===== src/rtl/insn_decode_stage.sv =====
// RV32I decode stage: decodes one fetched instruction per cycle and buffers
// the decoded payload in a small FIFO with valid/ready handshakes on both sides.
module insn_decode_stage #(
  parameter int unsigned ADDR_WIDTH  = 32,
  parameter int unsigned QUEUE_DEPTH = 2
) (
  input  logic                          clk,
  input  logic                          rst,
  input  logic                          fetch_en,
  output logic                          fetch_ready,
  input  logic [ADDR_WIDTH-3:0]         fetch_pc,
  input  logic [31:0]                   insn,
  input  logic                          flush,
  output logic                          dec_valid,
  input  logic                          dec_ready,
  output logic [ADDR_WIDTH-1:0]         dec_pc,
  output logic [3:0]                    dec_class,
  output logic [4:0]                    dec_rd,
  output logic [4:0]                    dec_rs1,
  output logic [4:0]                    dec_rs2,
  output logic [2:0]                    dec_funct3,
  output logic                          dec_funct7b5,
  output logic [31:0]                   dec_imm,
  output logic                          dec_wb_en,
  output logic                          dec_illegal,
  output logic [$clog2(QUEUE_DEPTH):0]  occupancy
);

  localparam int unsigned CNT_WIDTH = $clog2(QUEUE_DEPTH) + 1;
  localparam int unsigned PTR_WIDTH = $clog2(QUEUE_DEPTH);

  localparam logic [3:0] CLS_ALU_R  = 4'd0;
  localparam logic [3:0] CLS_ALU_I  = 4'd1;
  localparam logic [3:0] CLS_LOAD   = 4'd2;
  localparam logic [3:0] CLS_STORE  = 4'd3;
  localparam logic [3:0] CLS_BRANCH = 4'd4;
  localparam logic [3:0] CLS_JAL    = 4'd5;
  localparam logic [3:0] CLS_JALR   = 4'd6;
  localparam logic [3:0] CLS_LUI    = 4'd7;
  localparam logic [3:0] CLS_AUIPC  = 4'd8;
  localparam logic [3:0] CLS_SYSTEM = 4'd9;
  localparam logic [3:0] CLS_FENCE  = 4'd10;
  localparam logic [3:0] CLS_ILL    = 4'd15;

  typedef struct packed {
    logic [ADDR_WIDTH-3:0] pc;
    logic [3:0]            cls;
    logic [4:0]            rd;
    logic [4:0]            rs1;
    logic [4:0]            rs2;
    logic [2:0]            funct3;
    logic                  funct7b5;
    logic [31:0]           imm;
    logic                  wb_en;
    logic                  illegal;
  } dec_entry_t;

  dec_entry_t               dec_c;
  dec_entry_t               head_c;
  dec_entry_t               mem_q [QUEUE_DEPTH];
  logic [PTR_WIDTH-1:0]     wr_ptr_q, wr_ptr_d;
  logic [PTR_WIDTH-1:0]     rd_ptr_q, rd_ptr_d;
  logic [CNT_WIDTH-1:0]     occ_q, occ_d;
  logic                     fetch_ready_q, fetch_ready_d;
  logic                     dec_valid_q, dec_valid_d;
  logic                     push_c, pop_c;
  logic                     wb_class_c;

  // Instruction decode, ahead of the FIFO write so the head is register-sourced
  always_comb begin
    dec_c          = '0;
    wb_class_c     = 1'b0;
    dec_c.pc       = fetch_pc;
    dec_c.rs1      = insn[19:15];
    dec_c.rs2      = insn[24:20];
    dec_c.funct3   = insn[14:12];
    dec_c.funct7b5 = insn[30];
    case (insn[6:0])
      7'b0110011: dec_c.cls = CLS_ALU_R;
      7'b0010011: dec_c.cls = CLS_ALU_I;
      7'b0000011: dec_c.cls = CLS_LOAD;
      7'b0100011: dec_c.cls = CLS_STORE;
      7'b1100011: dec_c.cls = CLS_BRANCH;
      7'b1101111: dec_c.cls = CLS_JAL;
      7'b1100111: dec_c.cls = CLS_JALR;
      7'b0110111: dec_c.cls = CLS_LUI;
      7'b0010111: dec_c.cls = CLS_AUIPC;
      7'b1110011: dec_c.cls = CLS_SYSTEM;
      7'b0001111: dec_c.cls = CLS_FENCE;
      default:    dec_c.cls = CLS_ILL;
    endcase
    case (dec_c.cls)
      CLS_ALU_I, CLS_LOAD, CLS_JALR, CLS_SYSTEM, CLS_FENCE:
        dec_c.imm = {{20{insn[31]}}, insn[31:20]};
      CLS_STORE:
        dec_c.imm = {{20{insn[31]}}, insn[31:25], insn[11:7]};
      CLS_BRANCH:
        dec_c.imm = {{19{insn[31]}}, insn[31], insn[7], insn[30:25], insn[11:8], 1'b0};
      CLS_LUI, CLS_AUIPC:
        dec_c.imm = {insn[31:12], 12'h000};
      CLS_JAL:
        dec_c.imm = {{11{insn[31]}}, insn[31], insn[19:12], insn[20], insn[30:21], 1'b0};
      default:
        dec_c.imm = 32'h0000_0000;
    endcase
    case (dec_c.cls)
      CLS_ALU_R, CLS_ALU_I, CLS_LOAD, CLS_JAL, CLS_JALR, CLS_LUI, CLS_AUIPC:
        wb_class_c = 1'b1;
      default:
        wb_class_c = 1'b0;
    endcase
    dec_c.wb_en   = wb_class_c && (insn[11:7] != 5'd0);
    dec_c.rd      = dec_c.wb_en ? insn[11:7] : 5'd0;
    dec_c.illegal = (dec_c.cls == CLS_ILL);
  end

  // FIFO control; flush overrides both push and pop
  always_comb begin
    push_c        = fetch_en && fetch_ready_q && !flush;
    pop_c         = dec_valid_q && dec_ready && !flush;
    wr_ptr_d      = wr_ptr_q + PTR_WIDTH'(push_c);
    rd_ptr_d      = rd_ptr_q + PTR_WIDTH'(pop_c);
    occ_d         = occ_q + CNT_WIDTH'(push_c) - CNT_WIDTH'(pop_c);
    if (flush) begin
      wr_ptr_d = '0;
      rd_ptr_d = '0;
      occ_d    = '0;
    end
    fetch_ready_d = (occ_d < CNT_WIDTH'(QUEUE_DEPTH));
    dec_valid_d   = (occ_d != '0);
  end

  always_ff @(posedge clk) begin
    if (rst) begin
      wr_ptr_q      <= '0;
      rd_ptr_q      <= '0;
      occ_q         <= '0;
      fetch_ready_q <= 1'b1;
      dec_valid_q   <= 1'b0;
    end else begin
      wr_ptr_q      <= wr_ptr_d;
      rd_ptr_q      <= rd_ptr_d;
      occ_q         <= occ_d;
      fetch_ready_q <= fetch_ready_d;
      dec_valid_q   <= dec_valid_d;
    end
  end

  // Storage needs no reset: entries are only visible while counted as valid
  always_ff @(posedge clk) begin
    if (push_c) begin
      mem_q[wr_ptr_q] <= dec_c;
    end
  end

  assign head_c       = dec_valid_q ? mem_q[rd_ptr_q] : '0;
  assign fetch_ready  = fetch_ready_q;
  assign dec_valid    = dec_valid_q;
  assign occupancy    = occ_q;
  assign dec_pc       = {head_c.pc, 2'b00};
  assign dec_class    = head_c.cls;
  assign dec_rd       = head_c.rd;
  assign dec_rs1      = head_c.rs1;
  assign dec_rs2      = head_c.rs2;
  assign dec_funct3   = head_c.funct3;
  assign dec_funct7b5 = head_c.funct7b5;
  assign dec_imm      = head_c.imm;
  assign dec_wb_en    = head_c.wb_en;
  assign dec_illegal  = head_c.illegal;

endmodule


===== config.mk =====
export PLATFORM = sky130hd
export DESIGN_NAME = insn_decode_stage
export DESIGN_NICKNAME = d
export VERILOG_FILES = /design/src/rtl/insn_decode_stage.sv
export SDC_FILE = /design/constraint.sdc
export NUM_CORES = 1
export LEC_CHECK = 0
export CAP_MARGIN = 30
export CELL_PAD_IN_SITES_DETAIL_PLACEMENT = 0
export CELL_PAD_IN_SITES_GLOBAL_PLACEMENT = 1
export CORE_MARGIN = 4
export CORE_UTILIZATION = 45
export DETAILED_ROUTE_END_ITERATION = 10
export PLACE_DENSITY = 0.83
export SETUP_SLACK_MARGIN = 0.02
export SYNTH_ARGS = -nofsm -noshare
export SYNTH_HDL_FRONTEND = slang
export SYNTH_SLANG_ARGS = --single-unit

===== constraint.sdc =====
create_clock -name clk -period 5.2 [get_ports clk]
set_input_delay 0.52 -clock clk [delete_from_list [all_inputs] [get_ports clk]]
set_output_delay 0.52 -clock clk [all_outputs]
set_load 0.02 [all_outputs]

# Word level (Yosys, flattened, before mapping)
# Memories as Yosys holds them, arrays and structs flattened. A register that Yosys moved wholly into a read port is not among the register bits.
# Cells that the tools add are included.
totals:
  reg_bits: 6
  ramBits: 174
  input_bits: 67
  wordCells: 55
  n_memories: 1
classes:
  n_addsub: 4
  magnitude_cmp: 1
  n_eq_ne: 22
  n_mux: 9
  reduce_logical: 13
memory_table:
  columns: ["memory", "depth", "word_bits", "read_ports", "rd_ports_with_merged_regs", "write_ports", "line_no", "text"]
  rows:
  - ["mem_q", 2, 87, 1, 1, 1, "60", "dec_entry_t mem_q [QUEUE_DEPTH];"]
ops:
  columns: ["op", "n"]
  rows:
  - ["32-bit one-hot mux with 5 select lines", 1]
  - ["87-bit two-way mux", 1]
  - ["4-bit one-hot mux with 11 select lines", 1]
  - ["7-bit == test (second input constant)", 4]
  - ["7-bit by 6-bit == test with 1-bit output (second input constant)", 3]
  - ["4-bit by 3-bit == test with 1-bit output (second input constant)", 4]
  - ["4-bit == test (second input constant)", 4]
  - ["7-bit by 5-bit == test with 1-bit output (second input constant)", 2]
  - ["4-bit by 2-bit == test with 1-bit output (second input constant)", 2]
  - ["7-bit by 2-bit == test with 1-bit output (second input constant)", 1]
  - ["7-bit by 4-bit == test with 1-bit output (second input constant)", 1]
  - ["7-bit OR reduction", 1]
  - ["1-bit logical AND", 5]
  - ["5-bit two-way mux", 1]
  - ["5-bit nonzero test", 1]
  - ["5-bit OR reduction", 1]
  - ["4-bit by 1-bit == test with 1-bit output (second input constant)", 1]
  - ["4-bit logical NOT", 1]
  - ["1-bit two-way mux", 4]
  - ["2-bit OR reduction", 2]
  - ["1-bit adder", 2]
  - ["2-bit by 1-bit adder with 2-bit output", 1]
  - ["2-bit less-than comparator (second input constant)", 1]
  - ["2-bit two-way mux", 1]
  - ["3 further kinds", 3]

# Longest topological paths before layout
# Gate-level depths: netlist (run 1).
depth:
  word_depth: 7
  depth_mapped: 10
  mapped_depth_nobuf: 9

# Least setup slack after synthesis (run 1)
# OpenSTA, ideal clock, no wires.
synth_timing:
  path_kind: "input port to flip-flop"
  startpoint: "input port fetch_en"
  endpoint: "memory mem_q[1][0] (netlist bit) (enable)"
  arrival_time_ns: 2.988
  path_slack_ns: 1.757
  cell_stages: 4
  n_path_buf: 0
  path_cell_list: "nand2_1 > or2_2 > inv_1 > ha_1"
synth_via:
  elab_chain_cells: 4
synth_rtl:
  columns: ["element", "line_no", "text"]
  rows:
  - ["start, declared", "9", "input logic fetch_en,"]
  - ["1-bit logical AND (2 in a row)", "119", "push_c = fetch_en && fetch_ready_q && !flush;"]
  - ["1-bit two-way mux", "151", "if (push_c) begin"]
  - ["1-bit two-way mux (not written as such)", "152", "mem_q[wr_ptr_q] <= dec_c;"]
  - ["end, declared", "60", null]
# Every way passes these cells.

==> run summary, run 1 <==
Measured against its own limit, the worst slew margin works out to 35.9%. The worst path uses 64.4% of the clock period. The number of warnings reported in the yosys synthesis log is 0. The clock root buffer is sky130_fd_sc_hd__clkbuf_16.

The fill cell instance count of the final layout came out at 1323. The first-pass detailed-route iteration total came out at 5. The final period demand of the worst path is 3350 ps. Post-CTS timing repair inserted 0 buffers for setup. Relative to the synthesized area, the layout overhead comes to 30.3%. The register clock-pin slew on the reported worst setup and hold paths came out at 70 ps. For this run, the register share of the synthesized area comes to 68.7%.

On the final layout, the worst clock skew is 7.65 ps. The via count of the first global-routing pass came out at 4712. The count of pins on the block boundary is 160. For this run, asynchronously set or reset flops after synthesis account for 0%. The proportion of netlist area held by the largest area contributor came out at 67.1%. After the first detailed-routing iteration, the DRC count stood at 242.

Static timing analysis puts the maximum clock frequency at 299 MHz. The net count reported at finish is 739. After routing, the total negative slack on setup checks comes to 0 ps. The maximum resistive drop on vdd is 0.233 mV. The setup path with the least slack is of type flop to output pin. The initial antenna violation count came to 0. Buffers inserted to repair hold after CTS numbered 0. In this run the worst path has a maximum fanout of 46. The die is 140 microns tall. sky130_fd_sc_hd__edfxtp_1 takes more of the synthesized area than any other cell. The effective utilization at floorplan came out at 46.4%.

The number of standard cells after synthesis came out at 518. The xor/xnor cell area share of the yosys netlist is 0.563%. The most frequently used cell type in the post-synthesis netlist is sky130_fd_sc_hd__edfxtp_1. In the post-synthesis netlist, the biggest area contributors are sky130_fd_sc_hd__edfxtp_1 (67%), sky130_fd_sc_hd__mux2i_1 (11%), sky130_fd_sc_hd__nor2b_1 (7.2%).

In this run the power density over the cells is 311 mW/mm^2. 0 antenna diodes ended up in the layout. Entering global routing, the biggest net connects 64 pins. At the later pin of the worst-skew pair, clock insertion delay measures 420 ps. The total congestion overflow came out at 0. The number of remaining DRC errors is 0. The arithmetic-cell share of the synthesized area counting full adders, half adders and majority gates came out at 0.643%. The number of resized instances in the post-cts repair step is 0. The number of storage elements in the synthesis netlist is 180. The number of maximum-capacitance violations came out at 0.

The netlist uses 43 different library cells. Setup repair after global routing left no endpoint under its margin. The count of buffers inserted at the top-level ports is 157. The total count of max-transition violations in the final report came out at 0. Setup violations remaining at the end of the flow were counted as 0. The slew at the pin closest to its max-slew limit came out at 962 ps.

The detailed placement HPWL is 10800 microns. The die area is 0.0195 sq mm. After synthesis, the largest family of logic cells by area is multiplexers. The clock buffer count from CTS is 17.

STA classifies the critical path endpoint as an output pin. Dividing the detail-routed via count by the number of cells gives 5.10. The number of clock sinks seen by CTS is 180. No sink is reached through more buffers than the 2 on the longest clock path.

The total area inside the core boundary comes to 0.0168 sq mm. The post-route netlist has 7.05% of its cells at a drive strength greater than 1. In the final routed layout, each cell accounts on average for 18.0 microns. The summed instance area of the synthesized netlist is 0.00778 sq mm.

The synthesized netlist devotes 5.42% of its cell area to compound gates. At the end of routability-driven placement, the weighted congestion stood at 0.774. The number of enable-type register cells in the synthesized netlist came out at 174. In this run the register-to-register setup slack is 2780 ps.

The leakage power figure is 0.00335 uW. The critical path data arrival time is 2830 ps. In the synthesized netlist, the cells that appear most often are sky130_fd_sc_hd__edfxtp_1 (174), sky130_fd_sc_hd__nor2b_1 (90), sky130_fd_sc_hd__mux2i_1 (87). Global routing used 16.8% of the available tracks. The path type of the worst min-delay path is flop to flop.

Wires add up to 16300 microns. The number of placement rows came out at 47. The share of the core filled with cells in the final layout is 60.5%.

STA puts the critical path data required time at 4680 ps. STA classifies the critical path startpoint as a flop. The final hold violation count came to 0. The multiplexer fraction of the synthesized cell area is 11.2%. The width of the die is 140 microns.

The simple-gate area share of the yosys netlist came out at 11.1%. The CTS tree is yes. The number of vias in the routed layout came out at 4592.

The first global-routing pass estimated 25600 microns of wire. The H-tree generated during clock tree synthesis spans 4 levels. The synthesized area per cell came out at 15.0 sq um. The remaining number of nets flagged by the antenna check after routing is 0. In the synthesized netlist the dominant register cell turns out to be sky130_fd_sc_hd__edfxtp_1. The run finished with clean final reports.
-- stage by stage --
stage	total power, uW	setup slack [ps]	hold WS, ps	instance area, sq um	cells
global route	3270	1720	613	10100	901
CTS	3190	1820	565	10100	901
finish	3160	1850	569	10100	901
detailed placement	1920	2050	543	9540	869
global placement	1910	2140	545	9540	869
floorplan	1790	1760	538	7790	519
-- worst paths after layout --
check	start	endpoint	depth (start not counted)
max	rd_ptr_q$_SDFF_PP0_	dec_imm[20]	4
min	occupancy[1]$_SDFF_PP0_	fetch_ready$_SDFF_PP1_	2
min reg2reg	occupancy[1]$_SDFF_PP0_	fetch_ready$_SDFF_PP1_	2
max reg2reg	fetch_ready$_SDFF_PP1_	mem_q[1][28]$_DFFE_PP_	5
-- report_power, final --
part	total [uW]	internal (uW)	switching [uW]
Combinational	247	120	127
Clock	1270	721	550
Sequential	1640	1630	13.9
-- state kept, by name, indices dropped and copies added (netlist names) --
register	cells
rd_ptr_q	1
fetch_ready	1
mem_q	174
wr_ptr_q	1
dec_valid	1
occupancy	2
-- worst max-delay path, cell delays in order, from the launching register on --
cell and delay [ps]:
sky130_fd_sc_hd__dfxtp_4 890, sky130_fd_sc_hd__buf_4 480, sky130_fd_sc_hd__mux2i_1 130, sky130_fd_sc_hd__nor2b_1 220
sky130_fd_sc_hd__clkdlybuf4s50_1 650
-- cells in the final DEF (no fill, tap or decap), types with 7 or more instances in the layout --
cell                              netlist  routed
sky130_fd_sc_hd__nand2_1               15      15
sky130_fd_sc_hd__and2_1                 7       7
sky130_fd_sc_hd__clkdlybuf4s50_1        0     157
sky130_fd_sc_hd__a21o_1                20      20
sky130_fd_sc_hd__edfxtp_1             174     174
sky130_fd_sc_hd__nor2b_1               90      90
sky130_fd_sc_hd__a21oi_1                9       9
sky130_fd_sc_hd__mux2i_1               87      87
sky130_fd_sc_hd__clkbuf_16              0      17
sky130_fd_sc_hd__nor2_1                10      10
-- per-layer routing --
metal / global-route usage [%] / routed length (microns) / vias up
li1: - / - / 2222
met1: 23.1 / 7420 / 2191
met2: 26.6 / 7650 / 161
met3: 4.01 / 994 / 18
met4: 5.41 / 194 / 0
met5: 0 / 0 / -
-- cells by family after synthesis --
logic type | count (synthesis)
AOI/OAI and AO/OA | 54
xor gates and xnor gates | 5
adders and majority gates | 4
buffers and inverters | 39
DFF | 180
muxes | 87
other | 1
and+or+nand+nor | 148
-- area by class of cell --
| cell class | instances | area, sq um | share of cell area, % |
|---|---|---|---|
| multi-input cells | 300 | 2280 | 22.5 |
| repair buffers | 162 | 1610 | 15.9 |
| clock buffers | 17 | 425 | 4.20 |
| flip-flops and latches | 180 | 5350 | 52.8 |
| inverters | 7 | 26.3 | 0.259 |
| well taps | 220 | 275 | 2.72 |
| clock inverters | 15 | 168 | 1.65 |
No activity file was read; power rests on OpenSTA's default activity.
==> run 2, diff against run 1 <==
Settings changed: CORE_UTILIZATION 45 to 42, PLACE_DENSITY 0.83 to 0.78.
Clock period 5.2 ns to 3.2 ns, I/O delays scaled along.
==> run 2 against run 1 <==
Total power is 60% higher. Via count is 2.3% higher. Clock-buffer cell count stayed put. Critical path depth stayed put. Critical path type unchanged.
==> run summary, run 2 (same netlist as run 1, synthesis figures left out) <==
The depth of the CTS H-tree came out at 4 (unchanged). The vertical extent of the die is 144 microns (+3.3%). The largest register by flop count is mem_q. The clock buffer count from CTS came out at 17 (unchanged). The startpoint of the tightest hold check path is fetch_pc[5]. The routed via count divided by cell count is 5.13 (+0.59%). The standard cell core area is 0.0181 sq mm (+7.9%). The aggregate global-route resource usage came out at 15.8% (-1.0 points). The origin of the worst setup path is rd_ptr_q$_SDFF_PP0_. The number of maximum-capacitance violations was 0 (unchanged). The insertion delay of the later-clocked pin in the worst-skew pair came out at 420 ps (about the same). The width of the die came out at 144 microns (+3.3%). The slew at the pin closest to its max-slew limit was 819 ps (-143 ps). The fill cell instance count of the final layout came out at 1442 (+9.0%).

The areal power density over the cells came to 495 mW/mm^2 (+59%). The critical path is of the flop to output pin type. In this run the worst hold path is classified as primary input to flop.

STA classifies the critical path startpoint as a flop. The worst relative slew slack was 45.4% (+9.5 points). The filler-free cell count of the finished design is 916 (+1.7%). The critical path data arrival time came out at 2420 ps (-410 ps). The leakage power figure is 0.00338 uW (+0.71%). In this design, the largest share of critical-path delay is due to buffers and inverters.

The average wire per cell in the routed design is 17.8 microns (-1.2%). The total congestion overflow is 0 (unchanged). The final period demand of the worst path came out at 2740 ps. The number of placement rows came to 49 (+4.3%). The fraction of final layout cells sized beyond drive strength 1 is 8.01% (+0.96 points).

TritonCTS built the clock tree. The number of post-CTS setup repair buffers is 0 (unchanged). The number of remaining DRC errors came to 0 (unchanged). Setup repair after global routing left no endpoint under its margin. The net count reported at finish came out at 745 (+0.81%). The total count of max-transition violations in the final report came out at 0 (unchanged). The global-route wire length before repair is 25100 microns (-2.1%). The register clock-pin slew on the reported worst setup and hold paths was 70 ps (about the same).

The top cell types in the final layout, fill and taps aside, are sky130_fd_sc_hd__edfxtp_1 (174), sky130_fd_sc_hd__clkdlybuf4s50_1 (157), sky130_fd_sc_hd__nor2b_1 (90). The required time of the critical path came out at 2880 ps (-1800 ps). The wire length reported by the detailed router is 16300 microns (+0.49%).

The maximum single-stage delay on the critical path came out at 630 ps (-260 ps). The initial antenna violation count was 0 (unchanged). STA classifies the critical path endpoint as an output pin. The remaining number of nets flagged by the antenna check after routing came out at 0 (unchanged). The number of resized instances in the post-cts repair step came out at 0 (unchanged). The flow ran to the end, and the final reports show no timing, DRC or antenna violations.

The total chip power is 5060 uW (+60%). The detailed placement HPWL came out at 11000 microns (+2.3%). The area growth from synthesis to final layout came out at 31.2%. The first-pass detailed-route iteration total is 6 (+1).

The effective utilization at floorplan came out at 43.0% (-3.4 points). The post-route clock period utilization came out at 85.7%. In this run the critical register-to-register path is launched from dec_valid$_SDFF_PP0_. The cell sitting at the root of the clock tree is a sky130_fd_sc_hd__clkbuf_16.

The hold buffer count at cts came out at 0 (unchanged). The final hold violation count came out at 0 (unchanged). The library cell used most frequently in the layout, excluding fill and tap cells, is sky130_fd_sc_hd__edfxtp_1. The pin count of the biggest net entering global routing was 88 (+38%).

The via count of the first global-routing pass came out at 4892 (+3.8%). The count of pins on the block boundary came out at 160 (unchanged). The buffers plus inverters on the worst setup path came out at 2 (unchanged). The clock tree buffer depth came out at 2 (unchanged). The die area is 0.0208 sq mm (+6.7%). The count of buffers inserted at the top-level ports is 157 (unchanged). The number of flip-flops under the largest register name is 174 (unchanged). The maximum resistive drop on vdd came to 0.390 mV (+67%).

The detailed router's first-iteration violation count came out at 227 (-6.2%). Traced cell by cell, the critical path runs through buf_4 -> mux2i_1 -> nor2b_1 -> clkdlybuf4s50_1. The number of clock sinks seen by CTS was 180 (unchanged). The setup clock skew after layout was 5.36 ps (-2.29 ps). The highest clock rate is 364 MHz. The global placer's final weighted congestion is 0.791 (+2.1%). The number of vias in the routed layout was 4696 (+2.3%). The antenna diode count was 0 (unchanged).

The maximum fanout count along the critical path came out at 25 (-46%). The cell count after placement came out at 884 (+1.7%). The cell with the biggest individual delay on the critical path is sky130_fd_sc_hd__dfxtp_4.

The total setup violations reported at the end of the flow came out at 0 (unchanged).
-- run 2: cell count changes in the layout (fill, tap and decap cells not counted) --
cell | before | now
sky130_fd_sc_hd__clkinvlp_4 | 2 | 4
sky130_fd_sc_hd__clkinv_1 | 1 | 0
sky130_fd_sc_hd__buf_4 | 5 | 8
sky130_fd_sc_hd__buf_12 | 0 | 3
sky130_fd_sc_hd__bufinv_16 | 2 | 1
sky130_fd_sc_hd__inv_8 | 2 | 1
sky130_fd_sc_hd__clkinv_4 | 1 | 2
-- run 2: layout make-up --
type                    count  area [sq um]  share of cell area, %
flip-flops and latches    180          5350                   52.4
well taps                 229           287                   2.81
clock buffers              17           425                   4.17
clock inverters            15           146                   1.43
inverters                   7          26.3                  0.257
multi-input cells         300          2280                   22.4
repair buffers            168          1690                   16.6
-- run 2: report_power, final --
part	internal, uW	leakage, uW	total [uW]	switching (uW)
logic	198	0.00146	413	215
clock network	1090	0.000270	1990	896
registers	2640	0.00165	2660	15.5
total	3930	0.00338	5060	1130
-- run 2: routing by layer --
| layer | track usage [%] | up-vias | part of all wire, % |
|---|---|---|---|
| met5 | 0 | - | 0 |
| met4 | 6.44 | 0 | 2.3 |
| met3 | 3.11 | 27 | 5.4 |
| met2 | 26.1 | 152 | 48 |
| met1 | 20.4 | 2285 | 44 |
| li1 | - | 2232 | - |
-- run 2: final timing paths --
kind	to	slack [ps]	depth (start not counted)
setup / recovery	dec_pc[14]	460	4
hold / removal	mem_q[1][62]$_DFFE_PP_	480	1
setup reg to reg	dec_valid$_SDFF_PP0_	1250	10
hold reg to reg	fetch_ready$_SDFF_PP1_	560	2
-- run 2: metrics by stage --
| step | TNS [ps] | worst slack (ps) | area (sq um) | hold WS, ps | utilization [%] |
|---|---|---|---|---|---|
| 3_5_place_dp | 0 | 615 | 9640 | 536 | 53.3 |
| 4_1_cts | 0 | 393 | 10200 | 459 | 56.5 |
| 3_3_place_gp | 0 | 733 | 9640 | 540 | 53.3 |
| 6_report | 0 | 456 | 10200 | 479 | 56.5 |
| 5_1_grt | 0 | 305 | 10200 | 451 | 56.5 |
| 2_1_floorplan | -29130 | -167 | 7790 | 391 | - |
==> run 3, diff against run 2 <==
Settings changed: CTS_CLUSTER_DIAMETER set to 100, SETUP_SLACK_MARGIN 0.02 to unset.
==> results of run 3 <==
The final DEF is identical to that of run 2; final timing and power are the same.
